==> src/rtl/debounce_scan_ctrl.sv <==
// debounce_scan_ctrl: time-multiplexed debouncer for a bank of noisy inputs.
//
// A prescaler produces one scheduler tick every TICK_DIV cycles. On each tick,
// one channel (round-robin) is evaluated by a single shared datapath. A channel
// whose synchronized input has disagreed with its clean level for STABLE_CNT
// consecutive visits flips its clean level. Each flip is posted as an event on
// a valid/ready interface.
//
// Ports:
//   clk         system clock, rising edge
//   rst_n       asynchronous active-low reset
//   enable      1 = prescaler/scheduler run, 0 = no new ticks (state held)
//   raw_in      asynchronous noisy inputs, one bit per channel
//   clean_out   debounced levels
//   evt_valid   event pending
//   evt_ready   consumer accepts event
//   evt_ch      channel index of the pending event
//   evt_level   new clean level of that channel
//   missed_tick sticky flag: a tick arrived while the FSM was busy
module debounce_scan_ctrl #(
  parameter int unsigned N_CH       = 8,
  parameter int unsigned TICK_DIV   = 1000,
  parameter int unsigned STABLE_CNT = 4
) (
  input  logic                     clk,
  input  logic                     rst_n,
  input  logic                     enable,
  input  logic [N_CH-1:0]          raw_in,
  output logic [N_CH-1:0]          clean_out,
  output logic                     evt_valid,
  input  logic                     evt_ready,
  output logic [$clog2(N_CH)-1:0]  evt_ch,
  output logic                     evt_level,
  output logic                     missed_tick
);

  localparam int unsigned PtrW = $clog2(N_CH);
  localparam int unsigned CntW = $clog2(STABLE_CNT + 1);
  localparam int unsigned PreW = $clog2(TICK_DIV);

  localparam logic [PreW-1:0] PreMax  = PreW'(TICK_DIV - 1);
  localparam logic [CntW-1:0] CntLast = CntW'(STABLE_CNT - 1);
  localparam logic [PtrW-1:0] PtrLast = PtrW'(N_CH - 1);

  typedef enum logic [1:0] {
    StIdle,
    StEval,
    StHold
  } state_e;

  state_e state_q, state_d;

  // Two-stage synchronizer, one per channel.
  logic [N_CH-1:0] sync1_q, sync2_q;

  logic [PreW-1:0] pre_q;
  logic            tick;

  logic [PtrW-1:0] ptr_q;
  logic [CntW-1:0] cnt_q [N_CH];
  logic [N_CH-1:0] clean_q;

  logic            evt_valid_q;
  logic [PtrW-1:0] evt_ch_q;
  logic            evt_level_q;
  logic            missed_q;

  // Shared evaluation datapath, looking at the channel under the pointer.
  logic            cur_sync;
  logic            cur_clean;
  logic [CntW-1:0] cur_cnt;
  logic            slot_free;
  logic            xfer;

  // FSM outputs.
  logic            commit;
  logic            cnt_we;
  logic [CntW-1:0] cnt_wdata;
  logic            ptr_adv;

  assign cur_sync  = sync2_q[ptr_q];
  assign cur_clean = clean_q[ptr_q];
  assign cur_cnt   = cnt_q[ptr_q];
  assign xfer      = evt_valid_q & evt_ready;
  // The slot can take a new event if empty, or if it empties this same cycle.
  assign slot_free = ~evt_valid_q | evt_ready;

  // ---------------------------------------------------------------------------
  // Synchronizer
  // ---------------------------------------------------------------------------
  always_ff @(posedge clk or negedge rst_n) begin
    if (!rst_n) begin
      sync1_q <= '0;
      sync2_q <= '0;
    end else begin
      sync1_q <= raw_in;
      sync2_q <= sync1_q;
    end
  end

  // ---------------------------------------------------------------------------
  // Prescaler
  // ---------------------------------------------------------------------------
  assign tick = enable & (pre_q == PreMax);

  always_ff @(posedge clk or negedge rst_n) begin
    if (!rst_n) begin
      pre_q <= '0;
    end else if (enable) begin
      pre_q <= (pre_q == PreMax) ? '0 : pre_q + PreW'(1);
    end
  end

  // ---------------------------------------------------------------------------
  // FSM: state register
  // ---------------------------------------------------------------------------
  always_ff @(posedge clk or negedge rst_n) begin
    if (!rst_n) begin
      state_q <= StIdle;
    end else begin
      state_q <= state_d;
    end
  end

  // ---------------------------------------------------------------------------
  // FSM: next state
  // ---------------------------------------------------------------------------
  always_comb begin
    state_d = state_q;
    unique case (state_q)
      StIdle: begin
        if (tick) state_d = StEval;
      end
      StEval: begin
        if (cur_sync == cur_clean || cur_cnt < CntLast) begin
          state_d = StIdle;
        end else if (slot_free) begin
          state_d = StIdle;
        end else begin
          state_d = StHold;
        end
      end
      StHold: begin
        if (xfer) state_d = StIdle;
      end
      default: state_d = StIdle;
    endcase
  end

  // ---------------------------------------------------------------------------
  // FSM: outputs
  // ---------------------------------------------------------------------------
  always_comb begin
    commit    = 1'b0;
    cnt_we    = 1'b0;
    cnt_wdata = '0;
    ptr_adv   = 1'b0;
    unique case (state_q)
      StIdle: ;
      StEval: begin
        if (cur_sync == cur_clean) begin
          // Agreeing sample: any partial run is discarded.
          cnt_we  = 1'b1;
          ptr_adv = 1'b1;
        end else if (cur_cnt < CntLast) begin
          cnt_we    = 1'b1;
          cnt_wdata = cur_cnt + CntW'(1);
          ptr_adv   = 1'b1;
        end else if (slot_free) begin
          commit = 1'b1;
        end
      end
      StHold: begin
        if (xfer) commit = 1'b1;
      end
      default: ;
    endcase
    if (commit) begin
      cnt_we    = 1'b1;
      cnt_wdata = '0;
      ptr_adv   = 1'b1;
    end
  end

  // ---------------------------------------------------------------------------
  // Per-channel state and pointer
  // ---------------------------------------------------------------------------
  always_ff @(posedge clk or negedge rst_n) begin
    if (!rst_n) begin
      for (int i = 0; i < int'(N_CH); i++) begin
        cnt_q[i] <= '0;
      end
      clean_q <= '0;
      ptr_q   <= '0;
    end else begin
      if (cnt_we) cnt_q[ptr_q] <= cnt_wdata;
      // A flip always inverts the stored level, so HOLD needs no sample latch.
      if (commit) clean_q[ptr_q] <= ~cur_clean;
      if (ptr_adv) ptr_q <= (ptr_q == PtrLast) ? '0 : ptr_q + PtrW'(1);
    end
  end

  // ---------------------------------------------------------------------------
  // Event slot and sticky status
  // ---------------------------------------------------------------------------
  always_ff @(posedge clk or negedge rst_n) begin
    if (!rst_n) begin
      evt_valid_q <= 1'b0;
      evt_ch_q    <= '0;
      evt_level_q <= 1'b0;
      missed_q    <= 1'b0;
    end else begin
      if (commit) begin
        evt_valid_q <= 1'b1;
        evt_ch_q    <= ptr_q;
        evt_level_q <= ~cur_clean;
      end else if (xfer) begin
        evt_valid_q <= 1'b0;
      end
      if (tick && state_q != StIdle) missed_q <= 1'b1;
    end
  end

  assign clean_out   = clean_q;
  assign evt_valid   = evt_valid_q;
  assign evt_ch      = evt_ch_q;
  assign evt_level   = evt_level_q;
  assign missed_tick = missed_q;

endmodule

==> config.mk <==
export PLATFORM = sky130hd
export DESIGN_NAME = debounce_scan_ctrl
export DESIGN_NICKNAME = d
export VERILOG_FILES = /design/src/rtl/debounce_scan_ctrl.sv
export SDC_FILE = /design/constraint.sdc
export NUM_CORES = 1
export LEC_CHECK = 0
export CORE_MARGIN = 8
export CORE_UTILIZATION = 58
export CTS_CLUSTER_SIZE = 20
export DETAILED_ROUTE_END_ITERATION = 7
export PLACE_DENSITY = 0.81
export SETUP_SLACK_MARGIN = 0.02
export SYNTH_ARGS = -nofsm -noshare
export SYNTH_HDL_FRONTEND = slang
export SYNTH_SLANG_ARGS = --single-unit
==> constraint.sdc <==
create_clock -name clk -period 3.6 [get_ports clk]
set_clock_uncertainty 0.2 [all_clocks]
set_input_delay 1.08 -clock clk [delete_from_list [all_inputs] [get_ports clk]]
set_output_delay 1.08 -clock clk [all_outputs]
set_load 0.01 [all_outputs]
==> flow_metrics.env, run 1 <==
export IMPL_area_growth_pct=17.4
export IMPL_netlist_area_um2=3530
export IMPL_ys_seq_area_share_pct=49.0
export IMPL_clock_fmax_ghz=0.301
export IMPL_via_count=2385
export IMPL_cts_htree_levels=3
export IMPL_pre_cts_ws_ns=0.0171
export IMPL_finalSetupTns_ns=0
export IMPL_min_path_type="flip-flop to flip-flop"
export IMPL_die_w_um=94.0
export IMPL_routabilityCongestion=0.863
export IMPL_r2r_slack_ns=0.28
export IMPL_num_fill_cells=428
export IMPL_drv_slew=0
export IMPL_status="finished, final reports clean"
export IMPL_vias_per_cell=5.90
export IMPL_root_buffer="clkbuf_8"
export IMPL_initial_core_util_pct=59.9
export IMPL_grt_total_usage_pct=17.8
export IMPL_yosysUniqueCellTypes=51
export IMPL_cts_resized=0
export IMPL_drive_gt1_share_pct=26.4
export IMPL_cts_tree="yes"
export IMPL_grt_max_degree=39
export IMPL_yosys_area_top_type="dfrtp_1"
export IMPL_ios=26
export IMPL_wl_per_cell_um=17.6
export IMPL_p_per_area_nw_per_um2=415
export IMPL_row_count=28
export IMPL_clockBufferDepth=2
export IMPL_grt_pass1_vias=2522
export IMPL_synth_most_common_cell="dfrtp_1"
export IMPL_finalHoldViolations=0
export IMPL_drt_iter0_markers=198
export IMPL_insertedDiodeCount=0
export IMPL_grt_pass1_wl_um=12200
export IMPL_critPathArrivalTime_ns=3.36
export IMPL_fin_crit_ns=3.32
export IMPL_critPathLaunchType="flip-flop"
export IMPL_synth_top_area_share_pct=49.0
export IMPL_numCtsBuffers=9
export IMPL_fin_crit_sh_pct=92.4
export IMPL_cellLeakagePower_nw=1.80
export IMPL_cp_required_ns=3.64
export IMPL_wirelength_um=7110
export IMPL_tightest_slew_ns=0.779
export IMPL_synth_area_per_cell_um2=12.2
export IMPL_core_area_um2=5890
export IMPL_synth_nets=307
export IMPL_first_pass_iters=4
export IMPL_drc=0
export IMPL_setup_ws_ns=0.275
export IMPL_cap_violations=0
export IMPL_clock_sinks=69
export IMPL_dieHeight_um=94.0
export IMPL_vdd_drop_max_mv=0.431
export IMPL_dieArea_um2=8830
export IMPL_synthTopCellsByCount="dfrtp_1 (69), mux2_2 (41), nand2_1 (19), nor2_1 (19)"
export IMPL_fin_area_um2=4140
export IMPL_cts_clk_slew_worst_paths_ns=0.07
export IMPL_holdWs_ns=0.149
export IMPL_synthTopCellsByArea="dfrtp_1 (49%), mux2_2 (13%), ha_1 (2.5%)"
export IMPL_yosys_warnings=0
export IMPL_dpl_cell_area_um2=3890
export IMPL_post_cts_setup_buffers=0
export IMPL_nNetsFinal=343
export IMPL_synth_seq_cells=69
export IMPL_grt_setup_unrepaired="false"
export IMPL_post_dp_hpwl_um=5100
export IMPL_ant_nets=0
export IMPL_path_class="flip-flop to flip-flop"
export IMPL_async_flop_share_pct=100
export IMPL_syn_inst=288
export IMPL_ys_flop_type="dfrtp_1"
export IMPL_path_max_fanout=22
export IMPL_hold_buffers=0
export IMPL_relSlewSlack_pct=48.1
export IMPL_setup_viol=0
export IMPL_grt_overflow_total=0
export IMPL_antenna_found_initial=0
export IMPL_synth_edf_count=0
export IMPL_insertion_delay_ns=0.35
export IMPL_io_buffers=25
export IMPL_worstSetupEndpointType="flip-flop"
-- layout by cell type (no fill, tap or decap), types with 3 or more instances in the layout --
master | netlist | routed
xor2_1 | 7 | 7
nor2b_1 | 3 | 3
nand2b_1 | 5 | 5
nor2_1 | 19 | 19
xnor2_1 | 8 | 8
nand3_1 | 10 | 10
nand2_1 | 19 | 19
or3_1 | 5 | 5
a211oi_2 | 5 | 5
dfrtp_1 | 69 | 69
clkdlybuf4s50_1 | 0 | 24
clkbuf_8 | 0 | 10
mux2_2 | 41 | 41
o211ai_1 | 3 | 3
o41ai_1 | 6 | 6
inv_1 | 10 | 10
o21ai_0 | 6 | 6
nand4_1 | 3 | 3
a21oi_1 | 3 | 3
ha_1 | 7 | 7
buf_4 | 2 | 10
mux2i_1 | 4 | 4
and2_1 | 4 | 4
nor3_1 | 4 | 4
o22ai_1 | 3 | 3
o31ai_1 | 3 | 3
bufinv_16 | 0 | 3
a2111oi_4 | 3 | 3
-- layout make-up --
class	count	area [µm²]	area share (%)
multi-input combinational	198	1690	40.9
tap	75	93.8	2.27
timing repair buffer	36	340	8.22
clock inverter	6	110	2.66
inverter	10	37.5	0.907
sequential	69	1730	41.7
clock buffer	10	138	3.32
-- critical path, cell delays in order, from the launching register on --
cell and delay (ns):
dfrtp_1 0.85, inv_1 0.33, o21ai_0 0.34, o211ai_1 0.22
and3_1 0.38, o41ai_1 0.50, mux2_2 0.40
-- where the power goes --
part           switching (mW)  internal (mW)  leakage (nW)
Combinational          0.0473         0.0466         0.769
Clock                   0.291          0.477         0.119
Sequential             0.0411          0.816         0.915
-- flip-flops by register name, summed over array words and instances, names as in the netlist --
register     cells
cnt_q           24
evt_valid        1
state_q          2
ptr_q            3
missed_tick      1
evt_ch           3
evt_level        1
sync1_q          8
clean_out        8
pre_q           10
sync2_q          8
-- metal layers --
metal	track usage, %	vias to the layer above	wire [µm]
met4	7.66	0	99
met1	22.6	1186	3150
li1	-	1126	-
met2	27.8	62	3450
met3	4.72	11	413
met5	0	-	0
-- final timing paths --
path,from,end,depth (start not counted)
max,ptr_q[0]$_DFFE_PN0P_,clean_out[5]$_DFFE_PN0P_,6
min reg2reg,sync1_q[2]$_DFF_PN0_,sync2_q[2]$_DFF_PN0_,0
max in group asynchronous,rst_n,sync2_q[6]$_DFF_PN0_,2
min in group asynchronous,rst_n,cnt_q[10]$_DFFE_PN0P_,1
max reg2reg,ptr_q[0]$_DFFE_PN0P_,clean_out[5]$_DFFE_PN0P_,6
min,sync1_q[2]$_DFF_PN0_,sync2_q[2]$_DFF_PN0_,0
-- kinds of logic (layout without fill, tap and decap cells) --
group                      count (synthesis)  count (layout)  share of synthesized area [%]
muxes                                     49              49                           17.0
buffers and inverters                     21              62                           3.02
DFF                                       69              69                           49.0
adders and majority gates                  7               7                           2.48
AOI/OAI and AO/OA                         44              44                           12.5
xor gates and xnor gates                  15              15                           3.72
and+or+nand+nor                           83              83                           12.3
-- per-stage QoR --
stage               util [%]  power, mW  std cells
floorplan                  -      0.919        288
global placement        66.1      0.959        388
detailed placement      66.1      0.966        388
CTS                     70.3       1.73        404
global route            70.3       1.78        404
finish                  70.3       1.72        404
(Power assumes the default switching activity.)
==> inputs of run 2 (changes only) <==
CORE_UTILIZATION = 40   (was 58)
PLACE_DENSITY = 0.6   (was 0.81)
==> run 2 against run 1 <==
Via count down 0.34%. Critical path type unchanged. Worst hold slack better by 0.0020 ns. Setup slack better by 0.036 ns. Combinational power up 1%. Largest cell class unchanged. Non-clock buffer count up 4. Largest power group unchanged. Die area up 37%. Critical endpoint is now cnt_q[13]$_DFFE_PN0P_. Cell count up 9.2%. Global-route usage down 4.6 points. Fmax up 1.1%.
==> flow_metrics.env, run 2 (synthesis gave the netlist of run 1 again) <==
export IMPL_status="finished, final reports clean"
export IMPL_initial_core_util_pct=40.8
export IMPL_io_buffers=25
export IMPL_regMostFlops="cnt_q"
export IMPL_switching_share_pct=23.6
export IMPL_grt_max_degree=42
export IMPL_holdWs_ns=0.151
export IMPL_worst_path_largest_cell_delay_ns=0.76
export IMPL_p_per_area_nw_per_um2=383
export IMPL_wl_per_cell_um=16.3
export IMPL_grt_total_usage_pct=13.1
export IMPL_insertedDiodeCount=0
export IMPL_path_class="flip-flop to flip-flop"
export IMPL_ant_nets=0
export IMPL_antenna_found_initial=0
export IMPL_wirelength_um=7200
export IMPL_setup_ws_ns=0.311
export IMPL_regToRegEndpoint="cnt_q[13]$_DFFE_PN0P_"
export IMPL_cellLeakagePower_nw=1.81
export IMPL_dpl_cell_count=425
export IMPL_insertion_delay_ns=0.34
export IMPL_grt_setup_unrepaired="true"
export IMPL_p_int_mw=1.22
export IMPL_area_growth_pct=18.5
export IMPL_post_dp_hpwl_um=5240
export IMPL_clock_sinks=69
export IMPL_cts_clk_slew_worst_paths_ns=0.07
export IMPL_final_common_cell="dfrtp_1"
export IMPL_seqPwrFrac_pct=53.5
export IMPL_first_pass_iters=4
export IMPL_path_cells="nor2b_1 > a22o_1 > nor4b_1 > buf_4 > o211ai_1 > nor3_1 > mux2_2"
export IMPL_fin_crit_sh_pct=91.4
export IMPL_holdPathStages=0
export IMPL_critPathSlowestCell="nor3_1"
export IMPL_path_max_fanout=16
export IMPL_grt_overflow_total=0
export IMPL_whs_endpoint="sync2_q[0]$_DFF_PN0_"
export IMPL_power_frac_clock_pct=40.6
export IMPL_dieArea_um2=12100
export IMPL_r2r_slack_ns=0.31
export IMPL_dieHeight_um=110
export IMPL_clockBufferDepth=2
export IMPL_nNetsFinal=347
export IMPL_cts_htree_levels=3
export IMPL_drt_iter0_markers=92
export IMPL_ios=26
export IMPL_reg2reg_depth=7
export IMPL_drive_gt1_share_pct=27.6
export IMPL_relSlewSlack_pct=40.5
export IMPL_vdd_drop_max_mv=0.323
export IMPL_seqCellArea_um2=1730
export IMPL_row_count=34
export IMPL_core_area_um2=8640
export IMPL_rr_startpoint="ptr_q[2]$_DFFE_PN0P_"
export IMPL_cp_required_ns=3.68
export IMPL_via_count=2377
export IMPL_num_fill_cells=776
export IMPL_pwr_share_comb_pct=5.9
export IMPL_cap_violations=0
export IMPL_worstSetupEndpointType="flip-flop"
export IMPL_setup_viol=0
export IMPL_finalHoldViolations=0
export IMPL_die_w_um=110
export IMPL_drc=0
export IMPL_p_sw_mw=0.378
export IMPL_tightest_slew_ns=0.886
export IMPL_hold_buffers=0
export IMPL_numCtsBuffers=9
export IMPL_finalSetupTns_ns=0
export IMPL_drv_slew=0
export IMPL_top_regs="cnt_q x24, pre_q x10"
export IMPL_vias_per_cell=5.39
export IMPL_finalNonFillerCells=441
export IMPL_multiInputGateArea_um2=1700
export IMPL_fin_crit_ns=3.29
export IMPL_final_cell_mix="dfrtp_1 (69), mux2_2 (41), clkdlybuf4s50_1 (24), nand2_1 (19), nor2_1 (19)"
export IMPL_grt_pass1_vias=2431
export IMPL_critPathLaunch="ptr_q[2]$_DFFE_PN0P_"
export IMPL_grt_pass1_wl_um=12400
export IMPL_clock_fmax_ghz=0.304
export IMPL_critPathArrivalTime_ns=3.37
export IMPL_critPathLaunchType="flip-flop"
export IMPL_largest_reg_flops=24
export IMPL_pre_cts_ws_ns=0.0945
export IMPL_cts_tree="yes"
export IMPL_worstHoldStart="sync1_q[0]$_DFF_PN0_"
export IMPL_root_buffer="clkbuf_8"
export IMPL_critPathBufInv=1
export IMPL_min_path_type="flip-flop to flip-flop"
export IMPL_path_delay_family="simple AND/OR/NAND/NOR gates"
export IMPL_routabilityCongestion=0.798
## run 2: final cells by class
| type | instances | share of cell area (%) |
|---|---|---|
| clock inverter | 5 | 1.41 |
| sequential | 69 | 41.3 |
| timing repair buffer | 40 | 8.86 |
| clock buffer | 11 | 3.62 |
| multi-input combinational | 198 | 40.7 |
| inverter | 10 | 0.898 |
| tap | 108 | 3.23 |
## run 2: per-layer routing
metal | GRT usage, % | routed length [µm]
met1 | 18.0 | 3510
met2 | 19.6 | 3320
met3 | 3.63 | 276
met4 | 4.44 | 102
met5 | 0 | 0
## run 2: per-stage QoR
stage	utilization (%)	instance area [µm²]	power [mW]
after floorplan	-	3530	0.919
after global routing	48.4	4180	1.68
after detailed placement	45.9	3960	0.966
after CTS	48.3	4170	1.62
final	48.4	4180	1.60
after global placement	45.9	3960	0.963
## run 2: how the worst max path moves through the flow
stage | end | slack (ns) | depth (start not counted)
after floorplan | cnt_q[15]$_DFFE_PN0P_ | 0.58 | 7
after global placement | cnt_q[20]$_DFFE_PN0P_ | 0.12 | 6
after detailed placement | cnt_q[12]$_DFFE_PN0P_ | 0.09 | 7
after CTS | cnt_q[11]$_DFFE_PN0P_ | 0.34 | 8
after global routing | cnt_q[7]$_DFFE_PN0P_ | 0.02 | 8
final | cnt_q[13]$_DFFE_PN0P_ | 0.31 | 7
## run 2: timing repair
item	4_1_cts	5_1_grt
gates resized for setup	0	1
buffers inserted	0	0
endpoints found under the hold margin	0	0
endpoints found under the setup margin	0	7
## run 2: worst reg2reg max path, stage by stage, from the launching register on
cell,delay (ns)
dfrtp_1,0.70
nor2b_1,0.26
a22o_1,0.30
nor4b_1,0.36
buf_4,0.19
o211ai_1,0.16
nor3_1,0.77
mux2_2,0.29
## run 2: power groups by stage
stage / Clock, mW / Sequential (mW) / Combinational, mW
global placement: 0 / 0.869 / 0.0935
floorplan: 0 / 0.862 / 0.0572
CTS: 0.672 / 0.855 / 0.0973
global route: 0.710 / 0.861 / 0.107
finish: 0.649 / 0.856 / 0.0950
detailed placement: 0 / 0.869 / 0.0975
